==> config.mk <==
export PLATFORM = sky130hd
export DESIGN_NAME = rv_iopmp_error_capture_fifo
export DESIGN_NICKNAME = d
export VERILOG_FILES = /design/src/rtl/rv_iopmp_error_capture_fifo.sv
export SDC_FILE = /design/constraint.sdc
export NUM_CORES = 1
export LEC_CHECK = 0
export ABC_AREA = 1
export CAP_MARGIN = 40
export CORE_MARGIN = 4
export CORE_UTILIZATION = 45
export DETAILED_ROUTE_END_ITERATION = 10
export PLACE_DENSITY = 0.7
export SYNTH_ARGS = -nofsm -noshare
export SYNTH_HDL_FRONTEND = slang
export SYNTH_SLANG_ARGS = --single-unit
==> constraint.sdc <==
create_clock -name clk_i -period 6.5 [get_ports clk_i]
set_clock_uncertainty 0.1 [all_clocks]
set_input_delay 0.65 -clock clk_i [delete_from_list [all_inputs] [get_ports clk_i]]
set_output_delay 0.65 -clock clk_i [all_outputs]
set_load 0.02 [all_outputs]
==> src/rtl/rv_iopmp_error_capture_fifo.sv <==
// rv_iopmp_error_capture_fifo
//   Queued IOPMP error recorder. Error reports from all instances are
//   arbitrated round-robin (one accepted per cycle) into a small FIFO. The
//   FIFO head is written into ERR_REQINFO/REQID/REQADDR/REQADDRH whenever the
//   ip bit reads clear. Errors that cannot be queued are counted and flagged.
// Ports
//   clk_i, rst_ni           clock, asynchronous active-low reset
//   reg2hw_err_*_i          current register contents (ip gates draining)
//   hw2reg_err_*_o          register update (.de=1 only in a drain cycle)
//   err_interface_i         per-instance error reports
//   ovf_clr_i               pulse: clear err_ovf_o / err_drop_cnt_o
//   err_queued_o            records held in the FIFO (0..FIFO_DEPTH)
//   err_ovf_o               sticky "an error was dropped"
//   err_drop_cnt_o          saturating dropped-error count

package iopmp_pkg;
    typedef struct packed {
        logic        error_detected;
        logic [1:0]  ttype;
        logic [3:0]  etype;
        logic [15:0] sid;
        logic [15:0] eid;
        logic [31:0] reqaddr;
        logic [31:0] reqaddrh;
    } error_capture_t;

    typedef struct packed { logic q; }        reg2hw_bit_t;
    typedef struct packed { logic [1:0] q; }  reg2hw_ttype_t;
    typedef struct packed { logic [3:0] q; }  reg2hw_etype_t;
    typedef struct packed { logic [15:0] q; } reg2hw_id_t;

    typedef struct packed {
        reg2hw_bit_t   ip;
        reg2hw_ttype_t ttype;
        reg2hw_etype_t etype;
    } iopmp_reg2hw_err_reqinfo_reg_t;
    typedef struct packed { reg2hw_id_t sid; reg2hw_id_t eid; } iopmp_reg2hw_err_reqid_reg_t;
    typedef struct packed { logic [31:0] q; } iopmp_reg2hw_err_reqaddr_reg_t;
    typedef struct packed { logic [31:0] q; } iopmp_reg2hw_err_reqaddrh_reg_t;

    typedef struct packed { logic d; logic de; }        hw2reg_bit_t;
    typedef struct packed { logic [1:0] d; logic de; }  hw2reg_ttype_t;
    typedef struct packed { logic [3:0] d; logic de; }  hw2reg_etype_t;
    typedef struct packed { logic [15:0] d; logic de; } hw2reg_id_t;

    typedef struct packed {
        hw2reg_bit_t   ip;
        hw2reg_ttype_t ttype;
        hw2reg_etype_t etype;
    } iopmp_hw2reg_err_reqinfo_reg_t;
    typedef struct packed { hw2reg_id_t sid; hw2reg_id_t eid; } iopmp_hw2reg_err_reqid_reg_t;
    typedef struct packed { logic [31:0] d; logic de; } iopmp_hw2reg_err_reqaddr_reg_t;
    typedef struct packed { logic [31:0] d; logic de; } iopmp_hw2reg_err_reqaddrh_reg_t;
endpackage

module rv_iopmp_error_capture_fifo
    import iopmp_pkg::*;
#(
    parameter int unsigned NUMBER_IOPMP_INSTANCES = 1,
    parameter int unsigned FIFO_DEPTH             = 4,
    parameter int unsigned DROP_CNT_WIDTH         = 8
) (
    input  logic                                           clk_i,
    input  logic                                           rst_ni,
    input  iopmp_reg2hw_err_reqinfo_reg_t                  reg2hw_err_reqinfo_i,
    input  iopmp_reg2hw_err_reqid_reg_t                    reg2hw_err_reqid_i,
    input  iopmp_reg2hw_err_reqaddr_reg_t                  reg2hw_err_reqaddr_i,
    input  iopmp_reg2hw_err_reqaddrh_reg_t                 reg2hw_err_reqaddrh_i,
    output iopmp_hw2reg_err_reqinfo_reg_t                  hw2reg_err_reqinfo_o,
    output iopmp_hw2reg_err_reqid_reg_t                    hw2reg_err_reqid_o,
    output iopmp_hw2reg_err_reqaddr_reg_t                  hw2reg_err_reqaddr_o,
    output iopmp_hw2reg_err_reqaddrh_reg_t                 hw2reg_err_reqaddrh_o,
    input  error_capture_t [NUMBER_IOPMP_INSTANCES-1:0]    err_interface_i,
    input  logic                                           ovf_clr_i,
    output logic [$clog2(FIFO_DEPTH+1)-1:0]                err_queued_o,
    output logic                                           err_ovf_o,
    output logic [DROP_CNT_WIDTH-1:0]                      err_drop_cnt_o
);
    localparam int unsigned N   = NUMBER_IOPMP_INSTANCES;
    localparam int unsigned RRW = (N > 1) ? $clog2(N) : 1;
    localparam int unsigned AW  = (FIFO_DEPTH > 1) ? $clog2(FIFO_DEPTH) : 1;
    localparam int unsigned QW  = $clog2(FIFO_DEPTH + 1);
    localparam int unsigned EW  = $clog2(N + 1);
    localparam int unsigned SW  = DROP_CNT_WIDTH + EW;

    typedef struct packed {
        logic [1:0]  ttype;
        logic [3:0]  etype;
        logic [15:0] sid;
        logic [15:0] eid;
        logic [31:0] addr;
        logic [31:0] addrh;
    } rec_t;

    rec_t                mem [FIFO_DEPTH];
    logic [AW-1:0]       wr_ptr, rd_ptr;
    logic [QW-1:0]       count;
    logic [RRW-1:0]      rr_ptr;
    logic                lockout;

    logic                any_err, full, empty, drain, push;
    logic [RRW-1:0]      grant;
    logic [EW-1:0]       err_cnt, drops;
    int unsigned         idx;
    rec_t                sel;
    logic [SW-1:0]       cnt_sum;
    logic [DROP_CNT_WIDTH-1:0] cnt_next;

    function automatic logic [AW-1:0] ptr_inc(input logic [AW-1:0] p);
        return (p == AW'(FIFO_DEPTH - 1)) ? '0 : p + AW'(1);
    endfunction

    // Round-robin search from rr_ptr; also counts every asserted error so the
    // losers can be charged to the drop counter.
    always_comb begin
        any_err = 1'b0;
        grant   = '0;
        sel     = '0;
        err_cnt = '0;
        idx     = 0;
        for (int unsigned k = 0; k < N; k++) begin
            idx = (32'(rr_ptr) + k) % N;
            if (!any_err && err_interface_i[idx].error_detected) begin
                any_err   = 1'b1;
                grant     = RRW'(idx);
                sel.ttype = err_interface_i[idx].ttype;
                sel.etype = err_interface_i[idx].etype;
                sel.sid   = err_interface_i[idx].sid;
                sel.eid   = err_interface_i[idx].eid;
                sel.addr  = err_interface_i[idx].reqaddr;
                sel.addrh = err_interface_i[idx].reqaddrh;
            end
            err_cnt = err_cnt + EW'(err_interface_i[k].error_detected);
        end
    end

    assign full  = (count == QW'(FIFO_DEPTH));
    assign empty = (count == '0);
    // lockout covers the cycle where our ip=1 write is not yet visible on ip.q
    assign drain = !empty && !reg2hw_err_reqinfo_i.ip.q && !lockout;
    // a pop in the same cycle frees the slot, so a full FIFO still accepts
    assign push  = any_err && (!full || drain);
    assign drops = err_cnt - EW'(push);

    // A clear discards the old count first; this cycle's drops still land.
    always_comb begin
        cnt_sum  = (ovf_clr_i ? '0 : SW'(err_drop_cnt_o)) + SW'(drops);
        cnt_next = (cnt_sum > SW'({DROP_CNT_WIDTH{1'b1}})) ? '1 : cnt_sum[DROP_CNT_WIDTH-1:0];
    end

    always_ff @(posedge clk_i or negedge rst_ni) begin
        if (!rst_ni) begin
            wr_ptr         <= '0;
            rd_ptr         <= '0;
            count          <= '0;
            rr_ptr         <= '0;
            lockout        <= 1'b0;
            err_ovf_o      <= 1'b0;
            err_drop_cnt_o <= '0;
        end else begin
            if (push) begin
                wr_ptr <= ptr_inc(wr_ptr);
                rr_ptr <= (grant == RRW'(N - 1)) ? '0 : grant + RRW'(1);
            end
            if (drain) rd_ptr <= ptr_inc(rd_ptr);
            count          <= count + QW'(push) - QW'(drain);
            lockout        <= drain;
            err_ovf_o      <= (err_ovf_o && !ovf_clr_i) || (drops != '0);
            err_drop_cnt_o <= cnt_next;
        end
    end

    always_ff @(posedge clk_i) begin
        if (push) mem[wr_ptr] <= sel;
    end

    assign err_queued_o = count;

    always_comb begin
        hw2reg_err_reqinfo_o.ip.d     = reg2hw_err_reqinfo_i.ip.q;
        hw2reg_err_reqinfo_o.ttype.d  = reg2hw_err_reqinfo_i.ttype.q;
        hw2reg_err_reqinfo_o.etype.d  = reg2hw_err_reqinfo_i.etype.q;
        hw2reg_err_reqid_o.sid.d      = reg2hw_err_reqid_i.sid.q;
        hw2reg_err_reqid_o.eid.d      = reg2hw_err_reqid_i.eid.q;
        hw2reg_err_reqaddr_o.d        = reg2hw_err_reqaddr_i.q;
        hw2reg_err_reqaddrh_o.d       = reg2hw_err_reqaddrh_i.q;
        hw2reg_err_reqinfo_o.ip.de    = drain;
        hw2reg_err_reqinfo_o.ttype.de = drain;
        hw2reg_err_reqinfo_o.etype.de = drain;
        hw2reg_err_reqid_o.sid.de     = drain;
        hw2reg_err_reqid_o.eid.de     = drain;
        hw2reg_err_reqaddr_o.de       = drain;
        hw2reg_err_reqaddrh_o.de      = drain;
        if (drain) begin
            hw2reg_err_reqinfo_o.ip.d    = 1'b1;
            hw2reg_err_reqinfo_o.ttype.d = mem[rd_ptr].ttype;
            hw2reg_err_reqinfo_o.etype.d = mem[rd_ptr].etype;
            hw2reg_err_reqid_o.sid.d     = mem[rd_ptr].sid;
            hw2reg_err_reqid_o.eid.d     = mem[rd_ptr].eid;
            hw2reg_err_reqaddr_o.d       = mem[rd_ptr].addr;
            hw2reg_err_reqaddrh_o.d      = mem[rd_ptr].addrh;
        end
    end

endmodule

* Word level (Yosys, flattened, before mapping) *
Memories as Yosys holds them, arrays and structs flattened.
Index checks and enable logic that the tools add are counted.

storage, ports and cells
  register bits after elaboration = 17
  RAM bits = 408
  output and inout port bits = 122
  memories = 1

cells by class
  $add $sub $neg = 6
  order comparisons = 1
  equality and inequality tests = 3
  mux-type cells = 15
  reduce and logical (&&, ||, !) cells = 12

memories
  name  depth  width  rd ports  clocked after memory_dff  wr ports  RTL line  text
  mem   4      102    1         0                         1         95        rec_t mem [FIFO_DEPTH];

operators by type and width
  cell                 count
  $mux 102             1
  $mux 32              2
  $mux 16              2
  $mux 8               2
  $add 8x1->9          1
  $gt 9x8->1 const B   1
  $mux 2               3
  $logic_not 1->1      5
  $add 2x1->2 const B  2
  $eq 2x2->1 const B   2
  $logic_and 1x1->1    4
  $mux 1               4
  $mux 4               1
  $add 3x1->3          1
  $eq 3x3->1 const B   1
  $logic_not 3->1      1
  $sub 3x1->3          1
  $logic_or 1x1->1     2
  $sub 1x1->1          1

* Depth between registers and ports, before layout *
  word-level depth = 10
  gate-level depth with buffers = 11

* Worst setup path before layout *
OpenSTA, ideal clock, no wires.

  kind = input-to-reg
  from = input reg2hw_err_reqinfo_i[6] (netlist name)
  to = memory mem[0][0] (netlist name) (enable)
  setup time = 0.564 ns
  arrival = 5.360 ns
  path slack = 0.476 ns
  cell stages on the path = 5
  buffers on the path = 0
  cell sequence = inv_1 -> nand2_1 -> nand4_1 -> nand2_1 -> nor2_1

on the way
  cells in the longest elaborated chain, start to end = 7

ends and longest elaborated chain
  element                          RTL line  text
  start, declared                  65        input iopmp_reg2hw_err_reqinfo_reg_t reg2hw_err_reqinfo_i,
  $logic_not 1->1                  140       assign drain = !empty && !reg2hw_err_reqinfo_i.ip.q && !lockout;
  $logic_and 1x1->1 (2 in series)  140
  $logic_or 1x1->1                 142       assign push = any_err && (!full || drain);
  $logic_and 1x1->1                142
  $mux 1                           174       if (push) mem[wr_ptr] <= sel;
  $mux 1 (not written as such)     174
  end, declared                    95

Every way passes these cells.

==> summary.md <==
| Metric | Value |
|---|---|
| DR iter-0 viols | `slightly above 700` |
| Setup TNS Final | `0 ns` |
| Grt met1 use | `0.256` |
| Asr flop ratio synth | `0.0400` |
| CP arrival | `3.58 ns` |
| Routed WL per cell | `roughly 16 um` |
| Final min period | `about 4.3 ns` |
| Status | `finished clean` |
| Share of cells above drive strength 1 | `0.0466` |
| Busiest grt layer | `met2` |
| Clock buffer depth | `3` |
| Ports | `between 300 and 400` |
| Leakage power | `roughly 9.8 nW` |
| Die H | `approximately 210 um` |
| Synth Flop Type | `edfxtp_1` |
| Final core utilization | `0.584` |
| Sink Count | `roughly 430` |
| Setup violators final | `0` |
| Max-slew headroom | `0.442` |
| Worst-Margin Slew | `approximately 0.84 ns` |
| Period utilisation layout | `0.666` |
| Final Max Slew Viols | `0` |
| Dpl hpwl | `between 20,000 and 30,000 um` |
| Crit Path Class | `primary input to output pin` |
| CTS tree | `built` |
| Largest net degree at the start of global routing | `between 90 and 100` |
| R2R setup slack | `approximately 3.0 ns` |
| Register area share after synthesis | `0.682` |
| Synth Area per Inst | `about 10 um^2` |
| Startpoint Class | `primary input` |
| CTS Root Cell | `clkbuf_16` |
| Syn nets | `2,084` |
| Maxcap violations | `0` |
| IO buf count | `330` |
| Synth warn | `0` |
| Non-filler cells in the finished layout | `approximately 2,700` |
| Worst-Skew Late Latency | `approximately 0.54 ns` |
| Fin. Hold Viols | `0` |
| Met3 GRT Util | `0.0397` |
| Commonest cells after routing, fill and taps aside | `nand2_1, nor2_1, edfxtp_1` |
| H-tree depth | `2` |
| Grt total ovfl | `0` |
| Num CTS Buffers | `44` |
| Layout area overhead | `28.3%` |
| RSZ-0062 raised after global routing | `false` |
| Layout Nets | `approximately 2,400` |
| Hold buffers post-CTS | `0` |
| RePlAce Congestion | `between 0.7 and 0.8` |
| Final WL | `approximately 44,000 um` |
| Num rows | `74` |
| Placed cells | `between 2,000 and 3,000` |
| Min-delay worst type | `primary input to asynchronous set/reset pin` |
| Vias in the first global route | `roughly 13,000` |
| Reg clk slew, reported paths | `approximately 0.06 ns` |
| DR vias | `~13,000` |
| Yosys cell types | `20` |
| Yosys reg bits | `approximately 430` |
| First-pass GRT wire length | `around 70,000 um` |
| Fmax achieved | `~230 MHz` |
| DRC Markers | `0` |
| Initial antenna violation count | `2` |
| R2r endpoint | `err_queued_o[2]$_DFF_PN0_` |
| Die area | `~45,000 um^2` |
| Worst vdd ir | `roughly 0.27 mV` |
| CORE AREA | `just over 40,000 um^2` |
| Post-CTS sizing | `0` |
| Cells after synthesis | `between 1,500 and 2,000` |
| Antenna viol nets, final | `0` |
| Worst EP required | `5.75 ns` |
| Die width | `approximately 210 um` |
| Crit Path Max Fanout | `between 50 and 60` |
| Most common cell after layout, fill and taps aside | `nand2_1` |
| PwrDens | `between 400 and 500 nW/um^2` |
| Vias/cell | `roughly 4.9` |
| Synthesized area | `~19,000 um^2` |
| Power consumption | `~0.010 W` |
| R2R depth | `11` |
| Ant diodes | `0` |
| TritonRoute pass-1 iters | `5` |
| Setup Fix Bufs, Post-CTS | `0` |
| GR Util met2 | `0.334` |
| GRT Util Overall | `0.195` |
| Reg-to-reg critical path startpoint | `err_queued_o[1]$_DFF_PN0_` |
| CP endpoint kind | `output pin` |
| Initial Util | `0.455` |
| EDFF count, synth | `408` |
-- cell type report --
type,instances,area [um^2]
clock inverters,31,279
inverters,129,490
fillers,3390,17000
multi-input cells,1202,4960
clock buffers,51,1150
well taps,532,666
flip-flops and latches,425,12700
repair buffers,353,3610
-- kinds of logic (layout without fill, tap and decap cells) --
kind of cell,after synthesis,after routing,share of synthesized area
compound gates,212,212,0.0581
xor+xnor,4,4,0.00189
fa+ha+maj,10,10,0.00714
buf+inv,238,564,0.0523
flops,425,425,0.682
simple gates,976,976,0.198
-- state kept, by name, indices dropped and copies added, names as in the netlist --
name / flops
err_drop_cnt_o: 8
lockout: 1
mem: 408
err_queued_o: 3
wr_ptr: 2
err_ovf_o: 1
rd_ptr: 2
-- Yosys cell counts, types with 2 or more instances --
cell | number | share of area
buf_2 | 38 | 0.010
xnor2_1 | 2 | 0.00094
o21ai_1 | 5 | 0.0013
inv_2 | 3 | 0.00061
ha_1 | 9 | 0.0061
inv_1 | 126 | 0.025
edfxtp_1 | 408 | 0.66
nand3_1 | 9 | 0.0024
nand2_1 | 540 | 0.11
dfrtp_1 | 17 | 0.023
clkbuf_1 | 53 | 0.011
buf_4 | 8 | 0.0032
nor2_1 | 423 | 0.085
buf_1 | 10 | 0.0020
xor2_1 | 2 | 0.00094
nand4_1 | 4 | 0.0013
o21ai_0 | 205 | 0.055
-- power breakdown --
part	switching [W]	internal, W	total (W)	leakage (nW)
logic	0.00238	0.00133	0.00371	5.07
clock network	0.00102	0.00143	0.00245	0.686
registers	0.000193	0.00360	0.00379	4.03
-- worst max-delay path: stages --
cell and delay (ns):
clkdlybuf4s50_1 0.39, inv_1 0.10, nand2_1 0.11, a31oi_4 0.17, buf_4 0.58, buf_4 0.65, nand2_1 0.14, nand2_1 0.09
clkdlybuf4s50_1 0.61
-- how the worst max path moves through the flow --
stage	depth (start not counted)	from	to
2_1_floorplan	5	reg2hw_err_reqinfo_i[6]	mem[0][0]$_DFFE_PP_
3_3_place_gp	9	reg2hw_err_reqinfo_i[6]	hw2reg_err_reqid_o[5]
3_5_place_dp	9	reg2hw_err_reqinfo_i[6]	hw2reg_err_reqaddrh_o[5]
4_1_cts	9	reg2hw_err_reqinfo_i[6]	hw2reg_err_reqaddrh_o[5]
5_1_grt	9	reg2hw_err_reqinfo_i[6]	hw2reg_err_reqid_o[2]
6_report	9	reg2hw_err_reqinfo_i[6]	hw2reg_err_reqid_o[2]
-- per-stage QoR --
stage	area, um^2	setup WS, ns	hold slack [ns]
after global placement	22300	2.26	0.388
after global routing	23800	1.97	0.297
final	23800	2.17	0.291
after CTS	23800	2.13	0.283
after floorplan	18600	0.476	0.254
after detailed placement	22400	2.13	0.393
-- metal layers --
| metal | share of wire | up-vias |
|---|---|---|
| li1 | - | 6646 |
| met1 | 0.43 | 6307 |
| met2 | 0.49 | 400 |
| met3 | 0.069 | 60 |
| met4 | 0.017 | 2 |
| met5 | 0.00027 | - |
Note: power is estimated with default switching activity, not from simulation.
